<file path="src/rtl/display_scan_sched.sv">
// Scan sequencer for the dual 7-segment display: digit scan, per-digit blanking and
// tear-free double-buffered commit of time/temperature values. Optional blink: DISP_BLINK_EN.
module display_scan_sched #(
  parameter int SCAN_DIV     = 50000,
  parameter int BLANK_CYCLES = 500,
  parameter int BLINK_FRAMES = 125
) (
  input  logic        clk,
  input  logic        reset,
  input  logic [11:0] t_data,
  input  logic        t_valid,
  output logic        t_ready,
  input  logic [15:0] c_data,
  input  logic        c_valid,
  output logic        c_ready,
  input  logic        blink_req,
  output logic [11:0] tLED_out,
  output logic [15:0] cLED_out,
  output logic [1:0]  digit,
  output logic        blank,
  output logic        frame_start
);
  localparam int PW = (SCAN_DIV > 1) ? $clog2(SCAN_DIV) : 1;

  typedef enum logic {WAIT_DATA, RUN} top_state_t;
  typedef enum logic {EMPTY, FULL} buf_state_t;

  top_state_t    r_top;
  buf_state_t    r_t_st;
  buf_state_t    r_c_st;
  logic [PW-1:0] r_presc;
  logic [1:0]    r_digit;
  logic          r_frame_start;
  logic [11:0]   r_t_buf;
  logic [15:0]   r_c_buf;
  logic [11:0]   r_tled;
  logic [15:0]   r_cled;

  logic w_tick;
  logic w_frame_bnd;
  logic w_t_cap;
  logic w_c_cap;
  logic w_commit_ok;
  logic w_t_commit;
  logic w_c_commit;
  logic w_blink_blank;

  assign w_tick      = (r_presc == PW'(SCAN_DIV - 1));
  assign w_frame_bnd = w_tick && (r_digit == 2'd3);
  assign w_t_cap     = t_valid && (r_t_st == EMPTY);
  assign w_c_cap     = c_valid && (r_c_st == EMPTY);
  // Before the first commit both values must be present so the display never shows half a pair.
  assign w_commit_ok = w_frame_bnd &&
                       ((r_top == RUN) || ((r_t_st == FULL) && (r_c_st == FULL)));
  assign w_t_commit  = w_commit_ok && (r_t_st == FULL);
  assign w_c_commit  = w_commit_ok && (r_c_st == FULL);

  always_ff @(posedge clk or posedge reset) begin
    if (reset) begin
      r_presc       <= '0;
      r_digit       <= 2'd0;
      r_frame_start <= 1'b0;
      r_top         <= WAIT_DATA;
      r_t_st        <= EMPTY;
      r_c_st        <= EMPTY;
      r_tled        <= '0;
      r_cled        <= '0;
    end else begin
      r_presc       <= w_tick ? '0 : r_presc + 1'b1;
      if (w_tick)
        r_digit <= r_digit + 2'd1;
      r_frame_start <= w_frame_bnd;
      if (w_commit_ok)
        r_top <= RUN;

      if (w_t_commit) begin
        r_tled <= r_t_buf;
        r_t_st <= EMPTY;
      end else if (w_t_cap) begin
        r_t_st <= FULL;
      end

      if (w_c_commit) begin
        r_cled <= r_c_buf;
        r_c_st <= EMPTY;
      end else if (w_c_cap) begin
        r_c_st <= FULL;
      end
    end
  end

  // Pending data needs no reset: it is only observable through the FULL flag.
  always_ff @(posedge clk) begin
    if (w_t_cap)
      r_t_buf <= t_data;
    if (w_c_cap)
      r_c_buf <= c_data;
  end

`ifdef DISP_BLINK_EN
  localparam int FW = (BLINK_FRAMES > 1) ? $clog2(BLINK_FRAMES) : 1;

  logic [FW-1:0] r_frame_cnt;
  logic          r_blink_phase;

  always_ff @(posedge clk or posedge reset) begin
    if (reset) begin
      r_frame_cnt   <= '0;
      r_blink_phase <= 1'b0;
    end else if (w_frame_bnd) begin
      if (r_frame_cnt == FW'(BLINK_FRAMES - 1)) begin
        r_frame_cnt   <= '0;
        r_blink_phase <= ~r_blink_phase;
      end else begin
        r_frame_cnt <= r_frame_cnt + 1'b1;
      end
    end
  end

  assign w_blink_blank = blink_req && r_blink_phase;
`else
  logic w_unused_blink;
  assign w_unused_blink = blink_req;
  assign w_blink_blank  = 1'b0;
`endif

  assign t_ready     = (r_t_st == EMPTY);
  assign c_ready     = (r_c_st == EMPTY);
  assign tLED_out    = r_tled;
  assign cLED_out    = r_cled;
  assign digit       = r_digit;
  assign frame_start = r_frame_start;
  assign blank       = (r_top == WAIT_DATA) || (r_presc < PW'(BLANK_CYCLES)) || w_blink_blank;

endmodule

</file>
<file path="config.mk">
export PLATFORM = sky130hd
export DESIGN_NAME = display_scan_sched
export DESIGN_NICKNAME = d
export VERILOG_FILES = /design/src/rtl/display_scan_sched.sv
export SDC_FILE = /design/constraint.sdc
export NUM_CORES = 1
export LEC_CHECK = 0
export ABC_AREA = 1
export BUFFER_PORTS_ARGS = -buffer_cell sky130_fd_sc_hd__buf_2
export CAP_MARGIN = 5
export CORE_AREA = 2 2 83 85
export CTS_BUF_LIST = sky130_fd_sc_hd__clkbuf_8
export DETAILED_ROUTE_END_ITERATION = 8
export DIE_AREA = 0 0 85 87
export HOLD_SLACK_MARGIN = 0.06
export PLACE_DENSITY_LB_ADDON = 0.05
export SLEW_MARGIN = 20
export SYNTH_ARGS = -nofsm -noshare
export SYNTH_HDL_FRONTEND = slang
export SYNTH_SLANG_ARGS = --single-unit
</file>
<file path="constraint.sdc">
create_clock -name clk -period 1.82 [get_ports clk]
set_input_delay 0.364 -clock clk [delete_from_list [all_inputs] [get_ports clk]]
set_output_delay 0.364 -clock clk [all_outputs]
set_load 0.02 [all_outputs]
</file>
==> impl.org <==
** Layout
- Non-Filler Instances :: 464
- The area growth from synthesis to layout is 23.79%.
- The number of antenna diodes in the final layout is 0.
- Fin nets :: 414
- In the final layout, the share of cells above drive strength 1 is 29.69%.

** Timing
- RSZ-0062 raised after global routing :: false
- Fmax achieved :: 0.5716 GHz
- Max Slew Vio Count :: 0
- Worst-Margin Slew :: 0.3341 ns
- After layout, the worst setup slack is 0.07041 ns.
- The total count of hold-check failures in the final report came to 0.
- Max-slew headroom :: 77.64%
- For the final routed database, the setup TNS stands at 0 ns.
- Min Tclk post-route :: 1.750 ns
- Across the routed clock network, the largest skew measured is 0.006533 ns.
- Crit share post-route :: 96.13%
- Final setup viols :: 0

** Synth
- Counting flops with a built-in enable in the synthesized netlist gives 28.
- Yosys mapped the design onto 26 distinct sky130hd cell types.
- Biggest area consumer among synthesized cells :: sky130_fd_sc_hd__dfrtp_1
- Async set-reset flop share out of synthesis :: 64.10%
- Ranking of synthesized cells by area :: sky130_fd_sc_hd__dfrtp_1, sky130_fd_sc_hd__edfxtp_1, sky130_fd_sc_hd__nand2_1
- Total standard cell area after synthesis :: 3124 sq um
- Syn_area_per_cell :: 10.59 sq um
- Post-Syn Nets :: 330
- Post-Synthesis Cells :: 295
- List of most frequent post-synthesis cells :: sky130_fd_sc_hd__nand2_1, sky130_fd_sc_hd__dfrtp_1, sky130_fd_sc_hd__nand3_1, sky130_fd_sc_hd__edfxtp_1, sky130_fd_sc_hd__inv_1
- Most repeated cell in the gate-level netlist after synthesis :: sky130_fd_sc_hd__nand2_1
- Flip-flop cell with the highest count after synthesis :: sky130_fd_sc_hd__dfrtp_1
- Register bit count reported by yosys :: 78
- Portion of the post-synthesis area used by sequential elements :: 66.96%
- The synthesized design devotes to its leading area cell type 40.05% of total area.
- Yosys printed 0 warnings.

** Routing
- The detail route stage leaves a number of antenna-violating nets equal to 0.
- The first TritonRoute pass finished after 4 iterations.
- Initial DRC count :: 107
- Detailed-route vias per instance :: 4.735
- In the final routed layout, each cell accounts on average for 12.63 um.
- Wl on met1 :: 2.671 mm
- The routed design uses 2.853 mm of met2 wire.
- Count of vias placed by the detailed router :: 2197
- Met3 routed WL :: 210 um
- The detailed router used layers up to and including met4.
- Routed wire length :: 5.861 mm
- After detailed routing, the number of remaining DRC violations is 0.

** Place
- Prior to clock tree synthesis, the placed netlist has a worst setup slack of 0.1010 ns.
- Half-perimeter wire length after placement :: 4.013 mm
- The congestion estimate from routability-driven global placement came to 0.8096.
- Number of port buffers :: 65
- Instance count after placement with tap cells included :: 442

** Setup path
- Kind of capture point of the worst setup path :: output pin
- Ordered cell list for the critical path :: nor3_1 -> a31o_2 -> buf_2
- On the worst path, the slowest cell contributes a delay of 0.43 ns.
- Required time of the worst setup path :: 1.46 ns
- In this run the worst path has a maximum fanout of 4.
- Data on the critical path arrives at its endpoint at 1.39 ns.
- Worst setup SP type :: register
- Buffers & Inverters on Critical Path :: 1
- Crit-path slowest cell :: sky130_fd_sc_hd__dfrtp_1
- Kind of cell with the highest combined delay on the critical path :: flip-flops
- Critical path class :: register to output pin

** Run status
- The run finished with clean final reports.

** Global routing
- The number of antenna violations at the first check in global routing is 0.
- For this run the aggregate overflow at the end of global routing stands at 0.
- Number of global-route vias before repair :: 2203
- Maximum number of pins on one net before global-route repair :: 51
- In the global route stage, overall resource usage came out at 17.69%.
- The first global-routing pass estimated 10.05 mm of wire.

** CTS
- Root buffer selected by CTS :: sky130_fd_sc_hd__clkbuf_8
- Clock tree from TritonCTS :: built
- After clock tree synthesis, the clock-pin slew on the worst setup and hold paths is 0.08 ns.
- Later-pin clock latency in the skew report :: 0.34 ns
- CTS saw 78 sinks.
- Depth of the CTS H-tree :: 3
- Counting along the longest clock path gives a buffer depth of 2.
- In this run, CTS created clock tree buffers numbering 9.

** Min path
- The path class of the tightest hold or removal check is input pin to register.

** Die
- I/O pins :: 67
- Core area :: 6569 sq um
- The initial utilization of the core area, before any placement, comes to 47.56%.
- Placement Rows :: 30
- Die outline height :: 87 um
- Die extent in x :: 85 um
- Total Die Area :: 7395 sq um

** Power and ir drop
- Dividing total power by cell area gives a power density of 815.7 nW/um^2.
- In this run the static leakage power is 0.002022 uW.
- Across the VDD grid, the largest voltage drop is 620.0 uV.

** Run
- Max-cap violations in this run came to 0.
metal layers:
layer  up-vias  global-route usage, %
li1       1126                      -
met1      1012                  23.57
met5         -                      0
met2        46                  27.98
met4         0                  7.792
met3        13                  3.981
flip-flops by register name (all words and copies together) (netlist names):
signal and cells:
r_t_st 1, r_c_buf 16, cLED_out 16, digit 2, tLED_out 12, frame_start 1, r_c_st 1, r_top 1
r_presc 16, r_t_buf 12
layout by cell type (no fill, tap or decap), types with 5 or more instances in the layout:
cell                       netlist  layout
sky130_fd_sc_hd__o21ai_0         5       5
sky130_fd_sc_hd__dfrtp_1        50      49
sky130_fd_sc_hd__a21oi_1         9       9
sky130_fd_sc_hd__nand3_1        37      36
sky130_fd_sc_hd__nand2_1        76      75
sky130_fd_sc_hd__clkbuf_8        0      10
sky130_fd_sc_hd__nor2_1         23      21
sky130_fd_sc_hd__nor3_1          6       6
sky130_fd_sc_hd__buf_4           0      14
sky130_fd_sc_hd__edfxtp_1       28      28
sky130_fd_sc_hd__xor2_1          8       8
sky130_fd_sc_hd__inv_1          27      25
sky130_fd_sc_hd__buf_2           4      65
kinds of logic after synthesis:
kind of cell | share of synthesized area [%]
AO/OA/AOI/OAI | 2.964
buffers and inverters | 5.326
AND/OR/NAND/NOR | 21.71
adder cells (fa/ha/maj) | 0.8008
XOR/XNOR | 2.243
flip-flops | 66.96
where the power goes:
part / switching [uW] / leakage (uW) / internal [uW]
sequential: 0.000000000000303 / 0.000925 / 1820
combinational: 31.4 / 0.000997 / 29.4
clock: 610 / 0.000100 / 666
total: 641 / 0.00202 / 2510
through the flow:
| stage | hold WS (ns) | util, % | cell area, sq um | power [uW] |
|---|---|---|---|---|
| floorplan | 0.4329 | - | 3124 | 1872 |
| global placement | 0.4270 | 54.70 | 3593 | 1915 |
| detailed placement | 0.4294 | 54.70 | 3593 | 1917 |
| CTS | 0.1794 | 58.38 | 3835 | 3200 |
| global route | 0.1702 | 58.88 | 3867 | 3290 |
| finish | 0.1948 | 58.88 | 3867 | 3155 |
worst paths after layout:
check / from / endpoint / slack (ns) / depth (start not counted)
worst min register to register: cLED_out[5] / cLED_out[5] / 0.47 / 2
min in group asynchronous: reset / r_presc[14] / 0.60 / 4
worst max-delay path: r_presc[9] / blank / 0.07 / 3
worst min-delay path: t_data[2] / r_t_buf[2] / 0.19 / 1
worst max register to register: r_presc[5] / cLED_out[14] / 0.19 / 9
max in group asynchronous: reset / r_presc[5] / 0.96 / 4
repair_timing:
| action | 4_1_cts | 5_1_grt |
|---|---|---|
| pin swaps | 0 | 1 |
| buffers inserted | 4 | 1 |
| gates resized for setup | 2 | 6 |
| endpoints found under the setup margin | 1 | 17 |
| hold buffers | 1 | 0 |
| gates cloned | 0 | 0 |
| hold endpoints to repair | 15 | 0 |
final cells by class:
class                   count  area [sq um]
clock buffers              10         137.6
clock inverters             6         60.06
fillers                   572          2701
inverters                  30         112.6
multi-input cells         178         892.1
flip-flops and latches     78          2093
well taps                  80         100.1
repair buffers             82         471.7
Note: power is estimated with default switching activity, not from simulation.
